==> src/rtl/diad_loader_pkg.sv <==
// Shared types and constants for the instruction-memory boot loader.
package diad_loader_pkg;

    // Loader frame-parsing states
    typedef enum logic [2:0] {
        IDLE,
        LEN_HI,
        LEN_LO,
        DATA,
        CSUM,
        VERIFY,
        DONE,
        ERR
    } ldr_state_t;

    // Frame start marker, only meaningful outside a frame
    localparam logic [7:0] LDR_SYNC = 8'hA5;

    // Number of bytes needed to carry one instruction word
    function automatic int ldr_bpw(input int data_w);
        return (data_w + 7) / 8;
    endfunction

endpackage

==> src/rtl/ldr_word_asm.sv <==
// Byte-to-word assembler: shifts bytes in MSB-first and flags the byte that
// completes a word. The assembled word is presented combinationally so the
// caller can capture it on the same edge that accepts the final byte.
module ldr_word_asm
    import diad_loader_pkg::*;
#(
    parameter int DATA_W = 24
) (
    input  logic              iw_clk,
    input  logic              iw_rst,
    input  logic              clear,
    input  logic              shift_en,
    input  logic [7:0]        byte_in,
    output logic [DATA_W-1:0] word,
    output logic              word_complete
);

    localparam int BPW   = ldr_bpw(DATA_W);
    localparam int SH_W  = BPW * 8;
    localparam int CNT_W = (BPW > 1) ? $clog2(BPW) : 1;
    localparam logic [CNT_W-1:0] LAST = CNT_W'(BPW - 1);

    logic [SH_W-1:0]  sh_q;
    logic [SH_W-1:0]  sh_next;
    logic [CNT_W-1:0] cnt_q;

    assign sh_next       = (sh_q << 8) | SH_W'(byte_in);
    assign word          = sh_next[DATA_W-1:0];
    assign word_complete = shift_en && (cnt_q == LAST);

    // Byte position within the current word; restarts on every new frame
    always_ff @(posedge iw_clk or posedge iw_rst) begin
        if (iw_rst) begin
            cnt_q <= '0;
        end else if (clear) begin
            cnt_q <= '0;
        end else if (shift_en) begin
            cnt_q <= word_complete ? '0 : cnt_q + CNT_W'(1);
        end
    end

    // Shift register holding the partially assembled word
    always_ff @(posedge iw_clk) begin
        if (shift_en) begin
            sh_q <= sh_next;
        end
    end

endmodule

==> src/rtl/imem_loader.sv <==
// imem_loader: parses a framed byte stream (sync, 16-bit word count, payload,
// XOR checksum), writes the words to instruction memory port 1 starting at
// BASE_ADDR, and releases the core reset only after a good checksum.
// Defining IMEM_LOADER_VERIFY_EN adds a readback pass over the written words
// before the core is released.
module imem_loader
    import diad_loader_pkg::*;
#(
    parameter int DATA_W = 24,
    parameter int ADDR_W = 24,
    parameter logic [ADDR_W-1:0] BASE_ADDR = '0
) (
    input  logic              iw_clk,
    input  logic              iw_rst,
    input  logic              iw_byte_valid,
    input  logic [7:0]        iw_byte,
    output logic              ow_byte_ready,
    output logic              ow_mem_we,
    output logic [ADDR_W-1:0] ow_mem_addr,
    output logic [DATA_W-1:0] ow_mem_wdata,
    input  logic [DATA_W-1:0] iw_mem_rdata,
    output logic              ow_core_rst,
    output logic              ow_done,
    output logic              ow_err
);

    ldr_state_t        state_q, state_d;
    logic [7:0]        len_hi_q;
    logic [15:0]       len_q;
    logic [15:0]       wcnt_q;
    logic [7:0]        csum_q;
    logic [ADDR_W-1:0] addr_q;
    logic              we_q;
    logic [DATA_W-1:0] wdata_q;
    logic              core_rst_q;
    logic              done_q;
    logic              err_q;

    logic              acc;
    logic              sync_start;
    logic              shift_en;
    logic              word_complete;
    logic              enter_verify;
    logic              good_csum;
    logic [DATA_W-1:0] asm_word;

    assign ow_byte_ready = (state_q != VERIFY);
    assign acc           = iw_byte_valid && ow_byte_ready;
    assign sync_start    = acc && (iw_byte == LDR_SYNC) &&
                           (state_q inside {IDLE, DONE, ERR});
    assign shift_en      = acc && (state_q == DATA);
    assign good_csum     = (iw_byte == csum_q);

    assign ow_mem_we    = we_q;
    assign ow_mem_addr  = addr_q;
    assign ow_mem_wdata = wdata_q;
    assign ow_core_rst  = core_rst_q;
    assign ow_done      = done_q;
    assign ow_err       = err_q;

    ldr_word_asm #(
        .DATA_W(DATA_W)
    ) u_word_asm (
        .iw_clk       (iw_clk),
        .iw_rst       (iw_rst),
        .clear        (sync_start),
        .shift_en     (shift_en),
        .byte_in      (iw_byte),
        .word         (asm_word),
        .word_complete(word_complete)
    );

`ifdef IMEM_LOADER_VERIFY_EN
    localparam int BPW  = ldr_bpw(DATA_W);
    localparam int SH_W = BPW * 8;

    logic [15:0] vcnt_q;
    logic [7:0]  rb_xor_q;
    logic [7:0]  rb_final;

    // XOR of all bytes of a word, matching how the sender built the checksum
    function automatic logic [7:0] fold_bytes(input logic [DATA_W-1:0] w);
        logic [SH_W-1:0] x;
        logic [7:0]      r;
        x = SH_W'(w);
        r = '0;
        for (int i = 0; i < BPW; i++) begin
            r = r ^ x[i*8 +: 8];
        end
        return r;
    endfunction

    assign rb_final     = rb_xor_q ^ fold_bytes(iw_mem_rdata);
    assign enter_verify = (state_q == CSUM) && (state_d == VERIFY);

    // Readback pass: cycle k issues address k, data for k-1 arrives alongside
    always_ff @(posedge iw_clk or posedge iw_rst) begin
        if (iw_rst) begin
            vcnt_q   <= '0;
            rb_xor_q <= '0;
        end else if (enter_verify) begin
            vcnt_q   <= '0;
            rb_xor_q <= '0;
        end else if (state_q == VERIFY) begin
            vcnt_q <= vcnt_q + 16'd1;
            if (vcnt_q != 16'd0) begin
                rb_xor_q <= rb_final;
            end
        end
    end
`else
    logic rdata_unused;
    assign rdata_unused = ^iw_mem_rdata;
    assign enter_verify = 1'b0;
`endif

    // Next-state decode for the frame parser
    always_comb begin
        state_d = state_q;
        case (state_q)
            IDLE, DONE, ERR: begin
                if (sync_start) state_d = LEN_HI;
            end
            LEN_HI: begin
                if (acc) state_d = LEN_LO;
            end
            LEN_LO: begin
                if (acc) state_d = ({len_hi_q, iw_byte} != 16'd0) ? DATA : CSUM;
            end
            DATA: begin
                if (word_complete && ((wcnt_q + 16'd1) == len_q)) state_d = CSUM;
            end
            CSUM: begin
                if (acc) begin
`ifdef IMEM_LOADER_VERIFY_EN
                    if (!good_csum)          state_d = ERR;
                    else if (len_q == 16'd0) state_d = DONE;
                    else                     state_d = VERIFY;
`else
                    state_d = good_csum ? DONE : ERR;
`endif
                end
            end
`ifdef IMEM_LOADER_VERIFY_EN
            VERIFY: begin
                if (vcnt_q == len_q) state_d = (rb_final == csum_q) ? DONE : ERR;
            end
`endif
            default: state_d = IDLE;
        endcase
    end

    // Control: state, write strobe, address walk and load status
    always_ff @(posedge iw_clk or posedge iw_rst) begin
        if (iw_rst) begin
            state_q    <= IDLE;
            we_q       <= 1'b0;
            addr_q     <= BASE_ADDR;
            wdata_q    <= '0;
            core_rst_q <= 1'b1;
            done_q     <= 1'b0;
            err_q      <= 1'b0;
            csum_q     <= '0;
            wcnt_q     <= '0;
        end else begin
            state_q <= state_d;
            we_q    <= word_complete;
            if (word_complete) begin
                wdata_q <= asm_word;
            end

            if (sync_start || enter_verify) begin
                addr_q <= BASE_ADDR;
            end else if (we_q || (state_q == VERIFY)) begin
                addr_q <= addr_q + ADDR_W'(1);
            end

            if (sync_start) begin
                csum_q <= '0;
                wcnt_q <= '0;
            end else begin
                if (shift_en)      csum_q <= csum_q ^ iw_byte;
                if (word_complete) wcnt_q <= wcnt_q + 16'd1;
            end

            if (sync_start) begin
                core_rst_q <= 1'b1;
                done_q     <= 1'b0;
                err_q      <= 1'b0;
            end else if (state_d == DONE) begin
                core_rst_q <= 1'b0;
                done_q     <= 1'b1;
            end else if (state_d == ERR) begin
                err_q      <= 1'b1;
            end
        end
    end

    // Frame length capture
    always_ff @(posedge iw_clk) begin
        if (acc && (state_q == LEN_HI)) len_hi_q <= iw_byte;
        if (acc && (state_q == LEN_LO)) len_q    <= {len_hi_q, iw_byte};
    end

endmodule

==> config.mk <==
export PLATFORM = sky130hd
export DESIGN_NAME = imem_loader
export DESIGN_NICKNAME = d
export VERILOG_FILES = /design/src/rtl/diad_loader_pkg.sv /design/src/rtl/ldr_word_asm.sv /design/src/rtl/imem_loader.sv
export SDC_FILE = /design/constraint.sdc
export NUM_CORES = 1
export LEC_CHECK = 0
export CORE_ASPECT_RATIO = 2
export CORE_MARGIN = 2
export CORE_UTILIZATION = 50
export CTS_CLUSTER_DIAMETER = 100
export DETAILED_ROUTE_END_ITERATION = 10
export HOLD_SLACK_MARGIN = 0.05
export PLACE_DENSITY = 0.74
export SYNTH_ARGS = -nofsm -noshare
export SYNTH_HDL_FRONTEND = slang
export SYNTH_SLANG_ARGS = --single-unit
==> constraint.sdc <==
create_clock -name iw_clk -period 4.66 [get_ports iw_clk]
set_input_delay 1.165 -clock iw_clk [delete_from_list [all_inputs] [get_ports iw_clk]]
set_output_delay 1.165 -clock iw_clk [all_outputs]
set_load 0.01 [all_outputs]
After elaboration in Yosys (flattened, before gate mapping). Cells that the tools add are included.

Register bits: 121. Bits of input ports: 35. Output and inout bits: 53. Word-level logic and storage cells: 76.

Add/sub/neg operators: 3. Equal/unequal tests: 15. Mux-type cells: 24. Bitwise logic cells: 2. Reduce and logical (&&, ||, !) cells: 19.

Operators by type and width (count): 24-bit 2-to-1 mux (2); 16-bit 2-to-1 mux (2); 24-bit by 1-bit adder with 24-bit output (second input constant) (1); 24-bit by 8-bit OR with 24-bit output (1); 3-bit == test (second input constant) (6); 3-bit 2-to-1 mux (6); 16-bit by 1-bit adder with 16-bit output (second input constant) (1); 16-bit == test (1); 8-bit 2-to-1 mux (2); 16-bit nonzero test (1); 3-bit case mux with 5 select lines (1); 2-bit nonzero test (5); 8-bit == test (1); 8-bit == test (second input constant) (1); 1-bit logical AND (8); 1-bit 2-to-1 mux (8); 8-bit bitwise XOR (1); 3-bit by 2-bit == test with 1-bit output (second input constant) (2); 2-bit 2-to-1 mux (3); 3-bit by 1-bit == test with 1-bit output (second input constant) (1); 3-bit zero test (1); 3-bit inequality test (second input constant) (1); 3-bit nonzero test (1); 3-bit OR reduction (1); 5 further kinds (5).

Longest topological paths before layout. Gate-level depths: netlist of the first run.

Word-level depth: 11. Mapped depth: 8. Depth with buffers taken out: 7.

Cells and area by module. From an unflattened synthesis of the first run, not the netlist that was laid out.

Cell total of the unflattened synthesis: 481. Area, all modules: 5595.4 um2.

By module, submodules not included: imem_loader (instances 1, cells an instance 447, area an instance 4953.5 um2, seq. area each 2698.8 um2); ldr_word_asm (instances 1, cells an instance 34, area an instance 641.9 um2, seq. area each 530.5 um2).

Least setup slack after synthesis of the first run. No wires, ideal clock.

Kind: input-to-reg. Start point: input port iw_byte[1]. End point: register csum_q[0]. Setup time: 0.132 ns. Arrival time: 2.853 ns. Required time: 4.528 ns. Setup slack: 1.675 ns. Stages: 5. Cells stage by stage: or4_1 > a2111oi_0 > clkbuf_1 > clkbuf_1 > nor2_1.

Cells in the longest elaborated chain, start to end: 4. Elaborated cells between the ends (all ways): 5. Those cells by class: 1 x eq/ne; 1 x mux; 3 x reduce/logical.

RTL lines: from (decl) (RTL line imem_loader.sv:16) `input logic [7:0] iw_byte,`; 8-bit == test * (RTL line imem_loader.sv:49) `assign sync_start = acc && (iw_byte == LDR_SYNC) &&`; 1-bit logical AND * (2 in a row) (RTL line imem_loader.sv:49); 8-bit 2-to-1 mux or 2-bit nonzero test (tied branches); to (signal assigned) (RTL line imem_loader.sv:182) `if (shift_en) csum_q <= csum_q ^ iw_byte;`; to (decl) (RTL line imem_loader.sv:31) `logic [7:0] csum_q;`.

Mark *: on every way between the ends. The rest lies on a longest branch, timed or not. A chain may end at the register's enable or synchronous reset.

Worst setup path in the final report of the first run.
Start point: input port iw_byte[3]. End point: register core_rst_q, in the netlist ow_core_rst.

Cells in the longest elaborated chain, start to end: 7. Elaborated cells between the ends (all ways): 14. Those cells by class: 3 x eq/ne; 7 x mux; 4 x reduce/logical.

RTL lines: 8-bit == test (RTL line imem_loader.sv:49); 1-bit logical AND (2 in a row) (RTL line imem_loader.sv:49); 3-bit 2-to-1 mux (RTL line imem_loader.sv:122) `if (sync_start) state_d = LEN_HI;`; 3-bit case mux with 5 select lines (RTL line imem_loader.sv:120) `case (state_q)`; 3-bit == test (RTL line imem_loader.sv:190) `end else if (state_d == DONE) begin`; 2-bit nonzero test (no source line); to (signal assigned) (RTL line imem_loader.sv:160) `core_rst_q <= 1'b1;`; to (signal assigned) (RTL line imem_loader.sv:187) `core_rst_q <= 1'b1;`; to (signal assigned) (RTL line imem_loader.sv:191) `core_rst_q <= 1'b0;`; to (decl) (RTL line imem_loader.sv:35) `logic core_rst_q;`.

Several ways; a longest one is shown, not always the timed one.

==> reports/metrics.csv, run 1 <==
stage,metric,value,unit
place,place.gp.congestion,0.845,
global_route,antenna_found_initial,0,
finish,fin_area,6920,um^2
run_status,outcome,"complete, no violations",
setup_path,arrival,3.78,ns
flow_run,maxCapViolCount,0,
setup_path,crit_required,5.02,ns
place,placed_area,6310,um^2
yosys,async_flop_share,66.9,%
sta,fin_skew,0.00479,ns
clock_tree,cts_tree,yes,
clock_tree,clkSinkCount,121,
floorplan,core_area,10900,um^2
sta,setup_tns,0,ns
clock_tree,ctsResizeCount,0,
route,wl_per_cell,17.8,um
sta,timing.final.crit_share,73.4,%
route,wirelength,13200,um
global_route,grt_pass1_wl,21800,um
yosys,netlist_area,5590,um^2
sta,layout_min_cycle_time,3.42,ns
finish,drive_gt1_share,8.28,%
sta,max_clock_freq,292,MHz
clock_tree,root_buffer,clkbuf_16,
setup_path,critPathKind,in -> reg,
global_route,gr-usage-all-layers,23.3,%
yosys,post_synth_num_cell_types,58,
yosys,synth_top_cell_by_area,dfrtp_1,
yosys,yosys_most_used_dff,dfrtp_1,
pwr,power_leakage,2.76,nW
clock_tree,post_cts_buffers,0,
route,drt_first_iter_violations,201,
finish,diodes,0,
sta,rsz0062_at_grt,false,
floorplan,io_pins,88,
global_route,grt_max_degree,48,
route,detail-route-antenna-nets,0,
setup_path,r2r_start,state_q[0]$_DFF_PP0_,
floorplan,die_h,154,um
min_path,worstHoldPathType,reg -> reg,
global_route,grt_pass1_vias,4469,
yosys,synth_warnings,0,
route,drtPass1Iterations,5,
setup_path,regToRegSetupSlack,1.63,ns
clock_tree,h-tree-depth,4,
setup_path,r2r_cells,6,
floorplan,dieArea,12100,um^2
yosys,synthCells,529,
yosys,synth_area_leaders,"dfrtp_1 36%, edfxtp_1 21%, nand2_1 7.0%, xor2_1 5.2%, xnor2_1 3.3%",
place,dp_hpwl,8970,um
clock_tree,clk_pin_slew,0.06,ns
sta,slew_violations,0,
place,numPortBuffers,63,
floorplan,die-width,78.8,um
setup_path,worstPathMaxFanout,8,
finish,fin_nets,628,
yosys,yosysSeqAreaShare,57.7,%
setup_path,setup.worst_path.end,ow_core_rst$_DFFE_PP1P_,
sta,maxSlewHeadroom,25.5,%
yosys,syn_nets,566,
global_route,gr-total-overflow,0,
yosys,synth_edf_count,40,
yosys,synth_top_area_share,35.8,%
setup_path,worstReg2RegEnd,ow_mem_addr[21]$_DFFE_PP0P_,
yosys,synth-seq-cells,121,
pwr,peakVddDrop,0.462,mV
route,drc,0,
finish,area.growth.synth_to_final,23.8,%
setup_path,startpoint,iw_byte[3],
clock_tree,cts_buffers,17,
clock_tree,holdBufCountCts,0,
sta,tightestPinTransition,1.11,ns
route,vias_per_cell,5.73,
floorplan,row_count,54,
setup_path,crit_path_start_kind,input port,
floorplan,start_util,51.4,%
clock_tree,clockBufferDepth,2,
yosys,syn_area_per_cell,10.6,um^2
setup_path,crit_path_end_kind,flip-flop,
sta,setup_viol_count_final,0,
route,vias,4261,
pwr,p_per_area,607,nW/um^2
sta,hold_viol_final,0,
clock_tree,insertion_delay,0.41,ns
[flip-flops by register name, indices dropped and copies added (netlist names)]
register / count
ow_core_rst: 1
ow_mem_addr: 24
csum_q: 8
len_hi_q: 8
ow_err: 1
ow_mem_wdata: 24
ow_mem_we: 1
wcnt_q: 16
ow_done: 1
len_q: 16
state_q: 3
u_word_asm.cnt_q: 2
u_word_asm.sh_q: 16
[metal layers]
metal	vias to the layer above	share of wire [%]	GRT usage, %
met5	-	0	0
met2	140	56	42.7
met4	0	3.6	11.9
met1	2114	37	24.8
met3	39	4.0	4.28
li1	1968	-	-
[Yosys cell counts, drive strengths merged, types with 9 or more instances]
| library cell | instances |
|---|---|
| nand2 | 104 |
| dfrtp | 80 |
| nor2 | 45 |
| edfxtp | 40 |
| xor2 | 33 |
| o21ai | 28 |
| xnor2 | 22 |
| nand3 | 21 |
| clkbuf | 17 |
| a21oi | 13 |
| buf | 13 |
| nand4 | 13 |
| and3 | 9 |
[where the power goes]
group,internal (mW),switching [mW]
registers,1.41,0.283
clock network,0.856,0.493
logic,0.618,0.539
[how the worst min path moves through the flow]
stage / startpoint / endpoint / slack, ns / depth (start not counted)
floorplan: u_word_asm.sh_q[8]$_DFFE_PP_ / ow_mem_wdata[16]$_DFFE_PP0P_ / 0.41 / 2
global placement: u_word_asm.sh_q[14]$_DFFE_PP_ / ow_mem_wdata[22]$_DFFE_PP0P_ / 0.42 / 2
detailed placement: u_word_asm.sh_q[14]$_DFFE_PP_ / ow_mem_wdata[22]$_DFFE_PP0P_ / 0.43 / 2
CTS: u_word_asm.sh_q[14]$_DFFE_PP_ / ow_mem_wdata[22]$_DFFE_PP0P_ / 0.44 / 2
global route: u_word_asm.sh_q[14]$_DFFE_PP_ / ow_mem_wdata[22]$_DFFE_PP0P_ / 0.45 / 2
finish: u_word_asm.sh_q[10]$_DFFE_PP_ / ow_mem_wdata[18]$_DFFE_PP0P_ / 0.44 / 2
[logic make-up (layout without fill, tap and decap cells)]
kind of cell | after synthesis | after routing | share of synthesized area [%]
and+or+nand+nor | 239 | 239 | 20.3
DFF | 121 | 121 | 57.7
AOI/OAI and AO/OA | 71 | 71 | 8.08
xor gates and xnor gates | 57 | 57 | 9.58
buffers and inverters | 37 | 112 | 3.47
adders and majority gates | 2 | 2 | 0.447
muxes | 2 | 2 | 0.358
[critical path, stage by stage]
cell and delay, ns:
clkdlybuf4s50_1 0.56, or4_1 0.65, a2111o_1 0.58, a221oi_1 0.39, nor2_1 0.09, o311ai_0 0.15, o21a_1 0.19
[metrics by stage]
| stage | setup slack, ns | utilization [%] | cells | total power [mW] | hold slack [ns] |
|---|---|---|---|---|---|
| 2_1_floorplan | 1.42 | - | 529 | 2.25 | 0.415 |
| 3_3_place_gp | 0.827 | 58.0 | 712 | 2.81 | 0.422 |
| 3_5_place_dp | 0.793 | 58.0 | 712 | 2.86 | 0.425 |
| 4_1_cts | 1.24 | 63.6 | 744 | 4.23 | 0.440 |
| 5_1_grt | 1.04 | 63.6 | 744 | 4.42 | 0.450 |
| 6_report | 1.24 | 63.6 | 744 | 4.20 | 0.438 |
[cell type report]
class / instances / area, um^2
Multi-Input combinational cell: 371 / 2180
Sequential cell: 121 / 3230
Timing Repair Buffer: 73 / 706
Fill cell: 855 / 3960
Tap cell: 140 / 175
Clock inverter: 14 / 170
Inverter: 7 / 27.5
Clock buffer: 18 / 439
[cells in the final DEF (no fill, tap or decap), drive strengths merged, types with 5 or more instances in the layout]
cell type,netlist,layout
dfrtp,80,80
and4,5,5
edfxtp,40,40
inv,6,8
and3,9,9
nand3,21,21
nand4,13,13
xor2,33,33
o211ai,5,5
nand2,104,104
a21oi,13,13
o21ai,28,28
or3,5,5
or4,6,6
xnor2,22,22
buf,13,10
clkbuf,17,18
nor2,45,45
nor4,5,5
nor3,7,7
clkinv,1,6
clkdlybuf4s50,0,63
Power figures use the tool's default switching activity.
==> run 2: changes to the inputs <==
==> constraint.sdc (replaced) <==
create_clock -name iw_clk -period 3.4 [get_ports iw_clk]
set_input_delay 0.85 -clock iw_clk [delete_from_list [all_inputs] [get_ports iw_clk]]
set_output_delay 0.85 -clock iw_clk [all_outputs]
set_load 0.01 [all_outputs]
==> run 2 against run 1 <==
Compared with the run above:
- setup slack worse by 0.77 ns
- wire length rose by 0.67%
- critical path depth fell by 1
- flip-flop and latch count did not move
- sequential share of layout area decreased by 0.53 points
- total power increased by 36%
- register-to-register slack lost 1.2 ns
- utilization increased by 0.72 points
- cell count grew 1.3%
- global-route usage is 0.48 points higher
- first-iteration DRC count increased by 12%
==> reports/metrics.csv, run 2 (synthesized netlist as in run 1, its figures left out) <==
stage,metric,value,unit
floorplan,io_pins,88,
setup_path,crit_required,3.69,ns
global_route,gr-total-overflow,0,
min_path,worstHoldPathType,reg -> reg,
place,numPortBuffers,63,
flow_run,maxCapViolCount,0,
setup_path,arrival,3.22,ns
setup_path,crit_path_start_kind,flip-flop,
pwr,power_leakage,2.82,nW
global_route,grt_pass1_wl,22000,um
route,drc,0,
run_status,outcome,"complete, no violations",
global_route,grt_pass1_vias,4503,
sta,setup_tns,0,ns
floorplan,die_h,154,um
clock_tree,insertion_delay,0.42,ns
sta,setup_viol_count_final,0,
pwr,p_per_area,817,nW/um^2
sta,tightestPinTransition,0.891,ns
sta,layout_min_cycle_time,2.93,ns
clock_tree,clkSinkCount,121,
sta,max_clock_freq,341,MHz
setup_path,startpoint,wcnt_q[3]$_DFFE_PP0P_,
finish,final_common_cell,nand2_1,
route,vias_per_cell,5.67,
floorplan,die-width,78.8,um
setup_path,r2r_start,wcnt_q[3]$_DFFE_PP0P_,
finish,final_cell_mix,"104 x nand2_1, 80 x dfrtp_1, 63 x clkdlybuf4s50_1",
clock_tree,clockBufferDepth,2,
sta,hold_viol_final,0,
place,dp_hpwl,8760,um
place,post-place-ws,0.0806,ns
place,place.gp.congestion,0.845,
clock_tree,clk_pin_slew,0.06,ns
route,vias,4272,
setup_path,worstPathMaxFanout,10,
clock_tree,h-tree-depth,4,
clock_tree,cts_buffers,17,
sta,rsz0062_at_grt,false,
setup_path,critPathKind,reg -> reg,
setup_path,setup.worst_path.end,state_q[1]$_DFF_PP0_,
sta,timing.final.crit_share,86.1,%
clock_tree,ctsResizeCount,0,
finish,num-fill-cells,827,
setup_path,crit_path_end_kind,flip-flop,
finish,fin_nets,638,
route,drt_first_iter_violations,225,
pwr,peakVddDrop,0.582,mV
route,detail-route-antenna-nets,0,
clock_tree,post_cts_buffers,0,
route,drtPass1Iterations,4,
clock_tree,root_buffer,clkbuf_16,
global_route,antenna_found_initial,0,
global_route,grt_max_degree,82,
clock_tree,cts_tree,yes,
route,wl_per_cell,17.7,um
sta,fin_skew,0.00996,ns
route,wirelength,13300,um
finish,diodes,0,
finish,area.growth.synth_to_final,25.2,%
clock_tree,holdBufCountCts,0,
sta,setup_slack,0.471,ns
finish,seqCellArea,3230,um^2
finish,multi_input_area,2180,um^2
setup_path,regToRegSetupSlack,0.47,ns
setup_path,worstReg2RegEnd,state_q[1]$_DFF_PP0_,
floorplan,start_util,51.4,%
finish,drive_gt1_share,9.93,%
sta,maxSlewHeadroom,40.4,%
floorplan,core_area,10900,um^2
global_route,gr-usage-all-layers,23.8,%
floorplan,dieArea,12100,um^2
sta,slew_violations,0,
setup_path,r2r_cells,6,
floorplan,row_count,54,
## run 2: cell count changes in the layout (fill, tap and decap cells not counted)
cell / change
clkbuf_16: +2
buf_4: +9
clkinvlp_4: -3
buf_12: +1
clkinv_4: +3
clkinv_2: +2
bufinv_16: -2
inv_6: -1
clkinv_1: -1
## run 2: through the flow
stage	power, mW	util (%)	hold WS [ns]	instances	cell area, um^2
2_1_floorplan	3.09	-	0.415	529	5590
3_3_place_gp	3.85	58.8	0.421	722	6400
3_5_place_dp	3.92	58.8	0.426	722	6400
4_1_cts	5.75	64.4	0.438	754	7000
5_1_grt	6.02	64.4	0.453	754	7000
6_report	5.72	64.4	0.435	754	7000
## run 2: worst max-delay path, stage by stage (launching register included)
cell and delay (ns):
dfrtp_1 0.48, and4_1 0.44, a31oi_1 0.13, or3b_1 0.35
or4_1 0.56, a2111o_1 0.47, a311o_1 0.38
## run 2: metal layers
metal,vias to the layer above,part of all wire (%),track usage [%]
met1,2113,36,24.3
li1,1991,-,-
met3,40,4.3,6.10
met2,128,56,42.5
met4,0,4.2,14.0
met5,-,0,0
## run 2: power by group
group / switching (mW) / internal [mW] / leakage, nW
sequential: 0.386 / 1.94 / 1.36
combinational: 0.743 / 0.853 / 1.17
clock: 0.685 / 1.11 / 0.297
total: 1.81 / 3.90 / 2.82
## run 2: how the worst min path moves through the flow
stage / start / end / cells past startpoint
finish: u_word_asm.sh_q[14]$_DFFE_PP_ / ow_mem_wdata[22]$_DFFE_PP0P_ / 2
CTS: u_word_asm.sh_q[12]$_DFFE_PP_ / ow_mem_wdata[20]$_DFFE_PP0P_ / 2
detailed placement: u_word_asm.sh_q[12]$_DFFE_PP_ / ow_mem_wdata[20]$_DFFE_PP0P_ / 2
global placement: u_word_asm.sh_q[14]$_DFFE_PP_ / ow_mem_wdata[22]$_DFFE_PP0P_ / 2
floorplan: u_word_asm.sh_q[8]$_DFFE_PP_ / ow_mem_wdata[16]$_DFFE_PP0P_ / 2
global route: len_hi_q[5]$_DFFE_PP_ / len_q[13]$_DFFE_PP_ / 0
## run 2: final cells by class
class                      instances  area share (%)
sequential                       121            46.1
multi-input combinational        371            31.1
timing repair buffer              83            11.3
clock buffer                      20            6.99
tap                              140            2.50
clock inverter                    12            1.59
inverter                           7           0.393
==> run 3: changes to the inputs <==
--- a/config.mk
+++ b/config.mk
@@ -5,10 +5,11 @@
 export SDC_FILE = /design/constraint.sdc
 export NUM_CORES = 1
 export LEC_CHECK = 0
-export CORE_ASPECT_RATIO = 2
+export CORE_ASPECT_RATIO = 1.25
 export CORE_MARGIN = 2
 export CORE_UTILIZATION = 50
 export CTS_CLUSTER_DIAMETER = 100
+export CTS_CLUSTER_SIZE = 28
 export DETAILED_ROUTE_END_ITERATION = 10
 export HOLD_SLACK_MARGIN = 0.05
 export PLACE_DENSITY = 0.74
==> run 3 against run 2 <==
Compared with the run above:
- worst hold slack lost 0.00077 ns
- non-clock buffer count decreased by 3
- critical endpoint unchanged
- first-iteration DRC count grew 26%
- wire length is 7.5% lower
- critical path depth stayed put
- die area shrank 0.38%
- highest routed layer unchanged
- clock power fell by 6%
==> reports/metrics.csv, run 3 (synthesized netlist as in run 1, its figures left out) <==
stage,metric,value,unit
run_status,outcome,"complete, no violations",
global_route,grt_pass1_vias,4192,
setup_path,crit_path_cell_trace,and4_1 -> a31oi_1 -> or3b_1 -> or4_1 -> a2111o_1 -> a311o_1,
sta,hold_viol_final,0,
place,place.gp.congestion,0.833,
global_route,grt_pass1_wl,20400,um
sta,tightestPinTransition,0.939,ns
route,drtPass1Iterations,6,
clock_tree,post_cts_buffers,0,
sta,max_clock_freq,343,MHz
min_path,worstHoldPathType,reg -> reg,
floorplan,row_count,43,
finish,fin_nets,635,
sta,setup_tns,0,ns
clock_tree,clkSinkCount,121,
min_path,whs_endpoint,ow_mem_wdata[18]$_DFFE_PP0P_,
floorplan,io_pins,88,
route,vias,4143,
floorplan,die-width,98.6,um
min_path,worstHoldStart,u_word_asm.sh_q[10]$_DFFE_PP_,
global_route,gr-usage-all-layers,21.7,%
setup_path,worstPathMaxFanout,10,
setup_path,crit_path_start_kind,flip-flop,
sta,worst_hold_slack,0.434,ns
setup_path,slowest_delay,0.54,ns
sta,layout_min_cycle_time,2.92,ns
pwr,power_leakage,2.80,nW
global_route,grt_max_degree,54,
setup_path,r2r_cells,6,
sta,timing.final.crit_share,85.8,%
finish,drive_gt1_share,9.33,%
sta,maxSlewHeadroom,37.1,%
finish,area.growth.synth_to_final,24.0,%
finish,final_common_cell,nand2_1,
route,detail-route-antenna-nets,0,
floorplan,start_util,51.0,%
global_route,antenna_found_initial,0,
setup_path,r2r_start,wcnt_q[3]$_DFFE_PP0P_,
route,drc,0,
setup_path,critPathKind,reg -> reg,
route,vias_per_cell,5.55,
setup_path,cp_slowest_cell,or4_1,
flow_run,maxCapViolCount,0,
sta,slew_violations,0,
finish,fin_cells,746,
min_path,hold-path-cell-count,2,
clock_tree,cts_tree,yes,
place,numPortBuffers,63,
setup_path,crit_required,3.69,ns
sta,setup_viol_count_final,0,
setup_path,crit_path_end_kind,flip-flop,
route,drt_first_iter_violations,284,
sta,rsz0062_at_grt,false,
pwr,peakVddDrop,0.416,mV
setup_path,arrival,3.21,ns
sta,fin_skew,0.00909,ns
route,wl_per_cell,16.5,um
finish,final_cell_mix,"104 x nand2_1, 80 x dfrtp_1, 63 x clkdlybuf4s50_1",
global_route,gr-total-overflow,0,
floorplan,core_area,11000,um^2
place,place_inst,714,
route,wirelength,12300,um
clock_tree,clockBufferDepth,2,
clock_tree,ctsResizeCount,0,
clock_tree,cts_buffers,17,
setup_path,regToRegSetupSlack,0.48,ns
clock_tree,root_buffer,clkbuf_16,
finish,num-fill-cells,899,
clock_tree,clk_pin_slew,0.06,ns
floorplan,dieArea,12100,um^2
clock_tree,insertion_delay,0.41,ns
clock_tree,holdBufCountCts,0,
place,dp_hpwl,8140,um
setup_path,worstReg2RegEnd,state_q[1]$_DFF_PP0_,
clock_tree,h-tree-depth,4,
floorplan,die_h,122,um
finish,diodes,0,
pwr,p_per_area,802,nW/um^2
[run 3: changes by cell type in the layout (fill, tap and decap cells not counted), sizes merged]
cell	delta
inv	+4
clkinv	-3
buf	-3
bufinv	-1
[run 3: worst max-delay path: cells and delay by family, from the launching register on]
| family | cells | cell delay, ns |
|---|---|---|
| flip-flops | 1 | 0.49 |
| AO/OA/AOI/OAI | 3 | 0.97 |
| AND/OR/NAND/NOR | 3 | 1.34 |
[run 3: worst max path at each step]
| stage | startpoint | to | slack (ns) |
|---|---|---|---|
| floorplan | iw_rst | csum_q[0]$_DFFE_PP0P_ | 0.47 |
| global placement | iw_byte_valid | state_q[1]$_DFF_PP0_ | 0.15 |
| detailed placement | iw_byte_valid | state_q[1]$_DFF_PP0_ | 0.10 |
| CTS | wcnt_q[3]$_DFFE_PP0P_ | state_q[1]$_DFF_PP0_ | 0.50 |
| global route | wcnt_q[3]$_DFFE_PP0P_ | state_q[1]$_DFF_PP0_ | 0.33 |
| finish | wcnt_q[3]$_DFFE_PP0P_ | state_q[1]$_DFF_PP0_ | 0.48 |
[run 3: area by class of cell]
class	instances	area (um^2)	share of cell area (%)
multi-input combinational	371	2180	31.4
tap	135	169	2.44
inverter	7	27.5	0.397
clock inverter	12	85.1	1.23
sequential	121	3230	46.6
clock buffer	20	479	6.91
timing repair buffer	80	771	11.1
[run 3: report_power, final]
group	internal, mW	total [mW]	switching (mW)	leakage (nW)
Combinational	0.852	1.56	0.707	1.15
Clock	1.02	1.69	0.671	0.282
Sequential	1.94	2.31	0.375	1.36
Total	3.81	5.56	1.75	2.80
[run 3: routing by layer]
metal	up-vias	global-route usage [%]	share of wire, %
met5	-	0	0
met4	0	9.50	1.4
met3	15	4.84	4.1
met2	98	37.1	53
met1	2036	26.6	42
li1	1994	-	-
[run 3: metrics by stage]
| step | util [%] | total power, mW | instance area (um^2) | setup WS, ns |
|---|---|---|---|---|
| 3_3_place_gp | 58.1 | 3.83 | 6370 | 0.152 |
| 6_report | 63.2 | 5.56 | 6940 | 0.483 |
| 4_1_cts | 63.2 | 5.61 | 6940 | 0.505 |
| 2_1_floorplan | - | 3.09 | 5590 | 0.472 |
| 3_5_place_dp | 58.1 | 3.89 | 6370 | 0.103 |
| 5_1_grt | 63.2 | 5.89 | 6940 | 0.331 |
